<file path="src/rtl/serial_sub_pkg.sv">
// serial_sub_pkg
//   Shared definitions for the bit-serial subtractor: FSM state encoding
//   and the default operand width.
package serial_sub_pkg;

  localparam int SS_WIDTH_DEF = 8;

  typedef enum logic [1:0] {
    IDLE  = 2'd0,
    SHIFT = 2'd1,
    DONE  = 2'd2
  } state_t;

endpackage

</file>
<file path="src/rtl/serial_sub_onebit_fs.sv">
// onebit_fs
//   Combinational one-bit full subtractor: computes x - y - bin.
//   Ports:
//     x, y  : operand bits
//     bin   : borrow in
//     d     : difference bit
//     bout  : borrow out
module onebit_fs (
  input  logic x,
  input  logic y,
  input  logic bin,
  output logic d,
  output logic bout
);

  assign d    = x ^ y ^ bin;
  assign bout = (~x & y) | (~(x ^ y) & bin);

endmodule

</file>
<file path="src/rtl/serial_sub.sv">
// serial_sub
//   Bit-serial subtractor. A start in IDLE captures a and b, then one bit
//   per clock is processed LSB first through a single full subtractor.
//   After WIDTH shift cycles the result is published and done pulses for
//   one cycle.
//   Ports:
//     clk, rst    : clock, asynchronous active-high reset
//     start       : begin a subtraction (only honoured in IDLE)
//     a, b        : minuend / subtrahend, captured on the accepting edge
//     busy        : state is not IDLE
//     done        : one-cycle result-valid pulse
//     diff        : a - b modulo 2^WIDTH (holds until next completion)
//     borrow_out  : unsigned a < b
//     ovf         : two's-complement overflow of a - b
module serial_sub
  import serial_sub_pkg::*;
#(
  parameter int WIDTH = SS_WIDTH_DEF
) (
  input  logic             clk,
  input  logic             rst,
  input  logic             start,
  input  logic [WIDTH-1:0] a,
  input  logic [WIDTH-1:0] b,
  output logic             busy,
  output logic             done,
  output logic [WIDTH-1:0] diff,
  output logic             borrow_out,
  output logic             ovf
);

  localparam int CW = $clog2(WIDTH + 1);

  state_t           r_state, w_next;
  logic [WIDTH-1:0] r_a, r_b, r_acc;
  logic             r_bin;
  logic [CW-1:0]    r_cnt;
  logic             w_d, w_bout, w_last;

  onebit_fs u_fs (
    .x    (r_a[0]),
    .y    (r_b[0]),
    .bin  (r_bin),
    .d    (w_d),
    .bout (w_bout)
  );

  assign w_last = (r_state == SHIFT) && (r_cnt == CW'(WIDTH - 1));

  // state register
  always_ff @(posedge clk or posedge rst) begin
    if (rst) r_state <= IDLE;
    else     r_state <= w_next;
  end

  // next state
  always_comb begin
    w_next = r_state;
    case (r_state)
      IDLE:    if (start)  w_next = SHIFT;
      SHIFT:   if (w_last) w_next = DONE;
      DONE:    w_next = IDLE;
      default: w_next = IDLE;
    endcase
  end

  // outputs decoded from state
  always_comb begin
    busy = (r_state != IDLE);
    done = (r_state == DONE);
  end

  // datapath
  always_ff @(posedge clk or posedge rst) begin
    if (rst) begin
      r_a        <= '0;
      r_b        <= '0;
      r_acc      <= '0;
      r_bin      <= 1'b0;
      r_cnt      <= '0;
      diff       <= '0;
      borrow_out <= 1'b0;
      ovf        <= 1'b0;
    end else if (r_state == IDLE) begin
      if (start) begin
        r_a   <= a;
        r_b   <= b;
        r_bin <= 1'b0;
        r_cnt <= '0;
      end
    end else if (r_state == SHIFT) begin
      r_acc <= {w_d, r_acc[WIDTH-1:1]};
      r_a   <= r_a >> 1;
      r_b   <= r_b >> 1;
      r_bin <= w_bout;
      r_cnt <= r_cnt + CW'(1);
      if (w_last) begin
        diff       <= {w_d, r_acc[WIDTH-1:1]};
        borrow_out <= w_bout;
        // On the last step the LSBs of r_a/r_b are the captured operand
        // MSBs and w_d is the result MSB.
        ovf        <= (r_a[0] ^ r_b[0]) & (w_d ^ r_a[0]);
      end
    end
  end

endmodule

</file>
<file path="config.mk">
export PLATFORM = sky130hd
export DESIGN_NAME = serial_sub
export DESIGN_NICKNAME = d
export VERILOG_FILES = /design/src/rtl/serial_sub_pkg.sv /design/src/rtl/serial_sub_onebit_fs.sv /design/src/rtl/serial_sub.sv
export SDC_FILE = /design/constraint.sdc
export NUM_CORES = 1
export LEC_CHECK = 0
export ABC_CLOCK_PERIOD_IN_PS = 1800
export BUFFER_PORTS_ARGS = -buffer_cell sky130_fd_sc_hd__buf_2
export CORE_MARGIN = 2
export CORE_UTILIZATION = 40
export CTS_CLUSTER_DIAMETER = 60
export DETAILED_ROUTE_END_ITERATION = 16
export GPL_ROUTABILITY_DRIVEN = 0
export PLACE_DENSITY = 0.7
export RECOVER_POWER = 100
export SLEW_MARGIN = 40
export SYNTH_ARGS = -nofsm -noshare
export SYNTH_HDL_FRONTEND = slang
export SYNTH_SLANG_ARGS = --single-unit
</file>
<file path="constraint.sdc">
create_clock -name clk -period 1.8 [get_ports clk]
set_input_delay 0.36 -clock clk [delete_from_list [all_inputs] [get_ports clk]]
set_output_delay 0.36 -clock clk [all_outputs]
set_load 0.1 [all_outputs]
</file>
# [Word-level counts from Yosys, hierarchy flattened]
# Cells that the tools add are included.
# Widths: inputs -> output; s select.
[totals] regBits=41 output_inout_bits=12 input_bits=19 word_cells=48
[op_classes] eq_ne=5 n_reduce_logical=8 n_mux=15 bitwise=10 n_addsub=1
[ops] operator="$mux 8" n=6
[ops] operator="$mux 4" n=3
[ops] operator="$reduce_and 2->1" n=3
[ops] operator="$add 4x1->4 const B" n=1
[ops] operator="$eq 4x3->1 const B" n=1
[ops] operator="$mux 2" n=2
[ops] operator="$ne 2x2->1 const B" n=2
[ops] operator="$pmux 2 s2" n=1
[ops] operator="$reduce_bool 2->1" n=2
[ops] operator="$and 1x1->1" n=3
[ops] operator="$mux 1" n=3
[ops] operator="$not 1->1" n=3
[ops] operator="$reduce_and 3->1" n=1
[ops] operator="$xor 1x1->1" n=3
[ops] operator="$eq 2x1->1 const B" n=1
[ops] operator="$eq 2x2->1 const B" n=1
[ops] operator="$logic_not 2->1" n=1
[ops] operator="$logic_and 1x1->1" n=1
[ops] operator="$or 1x1->1" n=1

# [Logic depth before layout (Yosys ltp)]
# Gate-level depths: netlist of run 1.
[depth] depth_word=6 ltp_mapped=5 depth_no_buf=5

# [By module]
# A second synthesis of run 1 with hierarchy kept.
[hier_totals] cells_unflattened=171 hier_area_um2=1819.2
[modules_own_cells] mod="serial_sub" instances=1 area_per_inst_um2=1788.0 cells_per_inst=167 seq_area_each_um2=1001.0
[modules_own_cells] mod="onebit_fs" instances=1 area_per_inst_um2=31.3 cells_per_inst=4 seq_area_each_um2=0.0

# [Worst setup path after synthesis of run 1]
# OpenSTA, ideal clock, no wires.
[synth_timing] path_type="reg2out" start="register r_state[0]" end="output done" slack_ns=-0.625 arrival_ns=2.065 required_ns=1.440 n_path_buf=2 path_stages_with_launch=4 path_cell_list="dfrtp_1 -> buf_2 -> buf_2 -> nor2b_1"
[synth_between] elab_chain_cells=1
[synth_rtl] element="from (decl)" line="serial_sub.sv:34" source="state_t r_state, w_next;"
[synth_rtl] element="from (signal assigned)" line="serial_sub.sv:53" source="else r_state <= w_next;"
[synth_rtl] element="$eq 2x2->1" line="serial_sub.sv:70" source="done = (r_state == DONE);"
[synth_rtl] element="to (decl)" line="serial_sub.sv:26" source="output logic done,"
# No other way between the ends.

# [Worst setup path in the final report of run 1]
[layout_timing] start="register r_state[0]" end="output busy"
[layout_between] elab_chain_cells=1
[layout_rtl] element="$reduce_bool 2->1" line="serial_sub.sv:69" source="busy = (r_state != IDLE);"
[layout_rtl] element="to (decl)" line="serial_sub.sv:25" source="output logic busy,"
# No other way between the ends.

==> reports/qor.csv, run 1 <==
metric;value;unit
synthSimpleGateAreaFrac;0.159;
synth-compound-area-share;0.139;
worstSkewPairLatency;290;ps
status;complete, no violations;
grt_antenna_before_repair;0;
crit_buf_inv;3;
dpl-instance-area;2060;um^2
coreArea;4320;um^2
rows;24;
drc;0;
num_io_pins;31;
timing.fmax;0.593;GHz
cts_tree;built;
synth_nets;189;
end_kind;output pin;
area.growth.synth_to_final;19.8;%
yosys.cell_types.count;25;
start_util;0.410;
synth_mux_area_frac;0.0691;
rsz0062_at_grt;no;
synth_top_family_by_area;simple AND/OR/NAND/NOR gates;
path_class;reg2out;
post_cts_buffers;0;
post_cts_resize_count;0;
via_count;1290;
syn_area;1770;um^2
clk_path_buf_depth;2;
drive_gt1_frac;0.278;
dp.cells;249;
setup-violations-final;0;
hold_path.class;in2reg;
reg2reg_depth;4;
final_area;2130;um^2
ys_seq_elements;40;
cp_max_fo;6;
maxCapViolCount;0;
finalHoldViolations;0;
clkSinkCount;40;
diodes;0;
slowest_stage;dfrtp_1;
path_delay_family;buffers and inverters;
synth_seq_area_share;0.564;
fillCellCount;448;
totalWireLength;3.37;mm
drtIter0Drc;93;
hold_ws;318;ps
worstMarginPinSlew;968;ps
fp.dieW;70.6;um
cts.clk_slew.worst_paths;70;ps
fin_crit_sh;0.937;
critPathRequiredTime;1440;ps
syn_avg_cell_area;10.6;um^2
synth_fa_ha_area_frac;0.0254;
wl_per_cell;13.1;um
cts_max_level;2;
holdPathStages;2;
nets;226;
cts_root_buf;clkbuf_8;
detail-route-antenna-nets;0;
cp_cell_sequence;buf_4 -> nor2_1 -> inv_1 -> buf_6;
critical_path_arrival;1330;ps
grt_pass1_vias;1340;
multi_input_area;708;um^2
final_cells;257;
vias_per_cell;5.02;
portBuffers;30;
hpwl;2.34;mm
grt_first_pass_wirelength;6.10;mm
grt_max_degree;41;
fin_crit;1690;ps
worst-path-stages;4;
ys_warn_count;0;
grt_overflow_total;0;
postCtsHoldBufs;0;
seqCellArea;1000;um^2
clock_skew;2.47;ps
finalSetupTns;0;ps
grt_usage;0.154;
relSlewSlack;0.354;
synth-xor-area-share;0.00494;
drv_slew;0;
synthesis.instances;167;
dieArea;4980;um^2
slowest_delay;410;ps
cts_inserted_buffers;5;
dr.pass1.iters;6;
die_y;70.6;um
startpoint_type;register;
==> worst paths after layout <==
path	startpoint	slack, ps	to
worst max-delay path	r_state[0]	110	busy
worst min-delay path	b[7]	320	r_b[7]
worst max register to register	r_state[1]	220	diff[4]
worst min register to register	r_b[2]	480	r_b[2]
max in group asynchronous	rst	840	ovf
min in group asynchronous	rst	360	r_acc[5]
==> cell type report <==
| class | count | area share |
|---|---|---|
| Inverter | 4 | 0.00706 |
| Sequential cell | 40 | 0.471 |
| Clock buffer | 6 | 0.0341 |
| Timing Repair Buffer | 41 | 0.108 |
| Multi-Input combinational cell | 112 | 0.333 |
| Tap cell | 52 | 0.0306 |
| Clock inverter | 2 | 0.0165 |
==> layout by cell type (no fill, tap or decap), types with 2 or more instances in the layout <==
cell      instances
ha_1              2
nor2b_1           5
clkbuf_2         12
a22oi_1           6
and3b_1           9
nor2_1            4
a22o_1            3
clkbuf_1          3
dfrtp_1          40
a21oi_1          12
buf_2            18
clkbuf_8          5
o21ai_0          16
a32o_1            2
nand2_1          33
mux2_2           10
inv_1             4
buf_4             7
==> synthesized netlist by cell type <==
| cell type | count | area share |
|---|---|---|
| xor2_1 | 1 | 0.0049 |
| nand2_1 | 33 | 0.070 |
| nand2b_1 | 1 | 0.0035 |
| a32o_1 | 2 | 0.011 |
| nor3_2 | 1 | 0.0056 |
| buf_4 | 1 | 0.0042 |
| a22o_1 | 3 | 0.015 |
| a21oi_1 | 12 | 0.034 |
| o31ai_1 | 1 | 0.0042 |
| and3b_1 | 9 | 0.044 |
| nor2_1 | 4 | 0.0085 |
| ha_1 | 2 | 0.014 |
| a22oi_1 | 6 | 0.025 |
| mux2_2 | 10 | 0.063 |
| and2_1 | 1 | 0.0035 |
| buf_2 | 6 | 0.017 |
| o21bai_1 | 1 | 0.0042 |
| mux2i_1 | 1 | 0.0056 |
| clkbuf_1 | 4 | 0.0085 |
| nand3_1 | 1 | 0.0028 |
| o21ai_0 | 16 | 0.045 |
| fa_1 | 1 | 0.011 |
| dfrtp_1 | 40 | 0.56 |
| inv_1 | 4 | 0.0085 |
| nor2b_1 | 6 | 0.021 |
==> state kept, by name, summed over array words and instances, names as in the netlist <==
signal      flops
diff            8
ovf             1
r_a             8
r_cnt           4
r_bin           1
borrow_out      1
r_b             8
r_state         2
r_acc           7
==> cell families (layout without fill, tap and decap cells) <==
logic type,count (synthesis),in the layout
and+or+nand+nor,56,56
AOI/OAI and AO/OA,41,41
DFF,40,40
buffers and inverters,15,53
muxes,11,11
adders and majority gates,3,3
xor gates and xnor gates,1,1
==> per-stage QoR <==
stage / util / setup slack [ps]
floorplan: - / 214
global placement: 0.476 / 263
detailed placement: 0.476 / 240
CTS: 0.501 / 92.3
global route: 0.492 / 47.9
finish: 0.492 / 114
==> metal layers <==
metal	wire length, um	global-route usage	vias to the layer above	share of wire
li1	-	-	645	-
met1	1600	0.198	610	0.48
met2	1550	0.256	33	0.46
met3	189	0.0513	2	0.056
met4	23	0.0377	0	0.0068
met5	0	0	-	0
Power of run 1 is not shown: default switching activity piles up to over one toggle a cycle in this logic, so the estimate is an artifact.
==> inputs of run 2 (changes only) <==
--- a/config.mk
+++ b/config.mk
@@ -5,6 +5,7 @@
 export SDC_FILE = /design/constraint.sdc
 export NUM_CORES = 1
 export LEC_CHECK = 0
+export ABC_AREA = 1
 export ABC_CLOCK_PERIOD_IN_PS = 1800
 export BUFFER_PORTS_ARGS = -buffer_cell sky130_fd_sc_hd__buf_2
 export CORE_MARGIN = 2
@@ -14,7 +15,7 @@
 export GPL_ROUTABILITY_DRIVEN = 0
 export PLACE_DENSITY = 0.7
 export RECOVER_POWER = 100
-export SLEW_MARGIN = 40
+export SLEW_MARGIN = 20
 export SYNTH_ARGS = -nofsm -noshare
 export SYNTH_HDL_FRONTEND = slang
 export SYNTH_SLANG_ARGS = --single-unit
==> reports/qor.csv, run 2 <==
metric;value;unit
ir_drop;0.807;mV
hold_path.class;in2reg;
post_cts_buffers;0;
yosys.cell_types.count;19;
grt_pass1_vias;1412;
yosysMostFrequentCell;nand2_1;
start_util;0.422;
cp_cell_sequence;inv_2 -> nor2_2 -> clkbuf_4;
synth_top_area_share;0.534;
synth_top_area_cell;dfrtp_1;
drtIter0Drc;112;
critPathRequiredTime;1440;ps
nets;278;
p_int;2210;uW
maxCapViolCount;0;
seqPwrFrac;0.346;
synth_edf_count;0;
reg_top3;diff x8, r_a x8, r_b x8;
relSlewSlack;0.339;
syn_avg_cell_area;8.37;um^2
setup_slack;113;ps
synth_nets;246;
power_leakage;0.00118;uW
diodes;0;
drc;0;
cts_root_buf;clkbuf_8;
ys_warn_count;0;
layout_common_cells;99 x nand2_1, 40 x dfrtp_1, 20 x nand3_1, 20 x o21ai_0, 18 x buf_2;
dp_slack;316;ps
dr.pass1.iters;4;
netlist_top_cells_count;99 x nand2_1, 40 x dfrtp_1, 20 x nand3_1, 15 x inv_1, 12 x o21ai_1;
cp_max_fo;3;
finalPower;4400;uW
switching_share;0.498;
ys_seq_elements;40;
via_count;1483;
die_y;72.5;um
clkSinkCount;40;
fin_crit;1690;ps
dieArea;5250;um^2
cts_tree;built;
hold_ws;310;ps
startpoint_type;register;
coreArea;4440;um^2
final_common_cell;nand2_1;
worstSkewPairLatency;290;ps
synth-main-ff-cell;dfrtp_1;
finalHoldViolations;0;
synth.area.top_cells;dfrtp_1 53%, nand2_1 20%, nand3_1 5.3%, o21ai_1 3.2%, inv_1 3.0%;
setup-violations-final;0;
fp.dieW;72.5;um
clk_path_buf_depth;2;
grt_first_pass_wirelength;6.22;mm
grt_usage;0.152;
vias_per_cell;4.80;
end_kind;output pin;
wl_per_cell;11.6;um
path_class;reg2out;
finalSetupTns;0;ps
grt_overflow_total;0;
slowest_stage;dfrtp_1;
area.growth.synth_to_final;14.4;%
critical_path_arrival;1330;ps
cts_inserted_buffers;5;
status;complete, no violations;
timing.fmax;0.593;GHz
totalWireLength;3.57;mm
drive_gt1_frac;0.191;
worstMarginPinSlew;992;ps
p_per_area;2050;nW/um^2
cts.clk_slew.worst_paths;80;ps
detail-route-antenna-nets;0;
cts_max_level;2;
slowest_delay;520;ps
synth_seq_area_share;0.534;
grt_max_degree;41;
grt_antenna_before_repair;0;
hpwl;2.41;mm
syn_area;1870;um^2
num_io_pins;31;
portBuffers;30;
drv_slew;0;
rsz0062_at_grt;no;
p_clk_frac;0.163;
comb_power_share;0.491;
rows;24;
synthesis.instances;224;
synthArstFlopShare;1.00;
clock_skew;5.37;ps
fin_crit_sh;0.937;
p_switching;2190;uW
## run 2: cell count changes in the layout (fill, tap and decap cells not counted), sizes merged, moves of 8 or more
cell | before | now
nand2 | 33 | 101
nand3 | 1 | 20
inv | 4 | 18
a21oi | 12 | 0
mux2 | 10 | 0
and3b | 9 | 0
o21ai | 16 | 24
## run 2: cell type report
type	instances	area [um^2]
fillers	444	2300
flip-flops and latches	40	1000
multi-input cells	155	718
repair buffers	35	180
clock buffers	6	72.6
inverters	19	71.3
well taps	52	65.1
clock inverters	2	35.0
## run 2: path summary, 6_finish.rpt
path | startpoint | to | slack, ps | cells past startpoint
worst min-delay path | b[7] | r_b[7] | 310 | 3
max in group asynchronous | rst | r_a[6] | 820 | 3
worst max register to register | r_state[1] | r_a[0] | 180 | 5
min in group asynchronous | rst | r_cnt[3] | 360 | 3
worst max-delay path | r_state[1] | done | 110 | 3
worst min register to register | diff[6] | diff[6] | 480 | 2
## run 2: critical path, delay by kind of cell (launching register included)
| family | cells | cell delay [ps] |
|---|---|---|
| DFF | 1 | 520 |
| buffers and inverters | 2 | 430 |
| and+or+nand+nor | 1 | 90 |
## run 2: kinds of logic (layout without fill, tap and decap cells)
group,after synthesis,in the layout,synth area share
compound gates,24,24,0.0681
fa+ha+maj,3,3,0.0240
simple gates,128,128,0.290
flops,40,40,0.534
buf+inv,29,62,0.0841
## run 2: per-stage QoR
| step | utilization | area, um^2 | instances |
|---|---|---|---|
| 2_1_floorplan | - | 1880 | 224 |
| 3_3_place_gp | 0.460 | 2040 | 301 |
| 3_5_place_dp | 0.460 | 2040 | 301 |
| 4_1_cts | 0.485 | 2150 | 309 |
| 5_1_grt | 0.482 | 2140 | 309 |
| 6_report | 0.482 | 2140 | 309 |
## run 2: what timing repair did
item / in CTS / in global routing
hold buffers: 0 / 0
pin swaps: 0 / 0
setup endpoints to repair: 1 / 1
resized for setup: 1 / 1
## run 2: layer usage
| metal | GRT usage | vias up | routed length (um) |
|---|---|---|---|
| met5 | 0 | - | 0 |
| met4 | 0.0617 | 0 | 75 |
| met3 | 0.0444 | 8 | 155 |
| met2 | 0.241 | 22 | 1640 |
| met1 | 0.198 | 690 | 1700 |
| li1 | - | 763 | - |
## run 2: power by group through the flow
| stage | clock network (uW) | registers, uW | logic, uW |
|---|---|---|---|
| final | 718 | 1520 | 2160 |
| after global routing | 772 | 1570 | 2410 |
| after CTS | 742 | 1520 | 2230 |
| after detailed placement | 0 | 1520 | 2230 |
| after global placement | 0 | 1520 | 2190 |
| after floorplan | 0 | 2180 | 1220 |
Note: power is estimated with default switching activity, not from simulation.
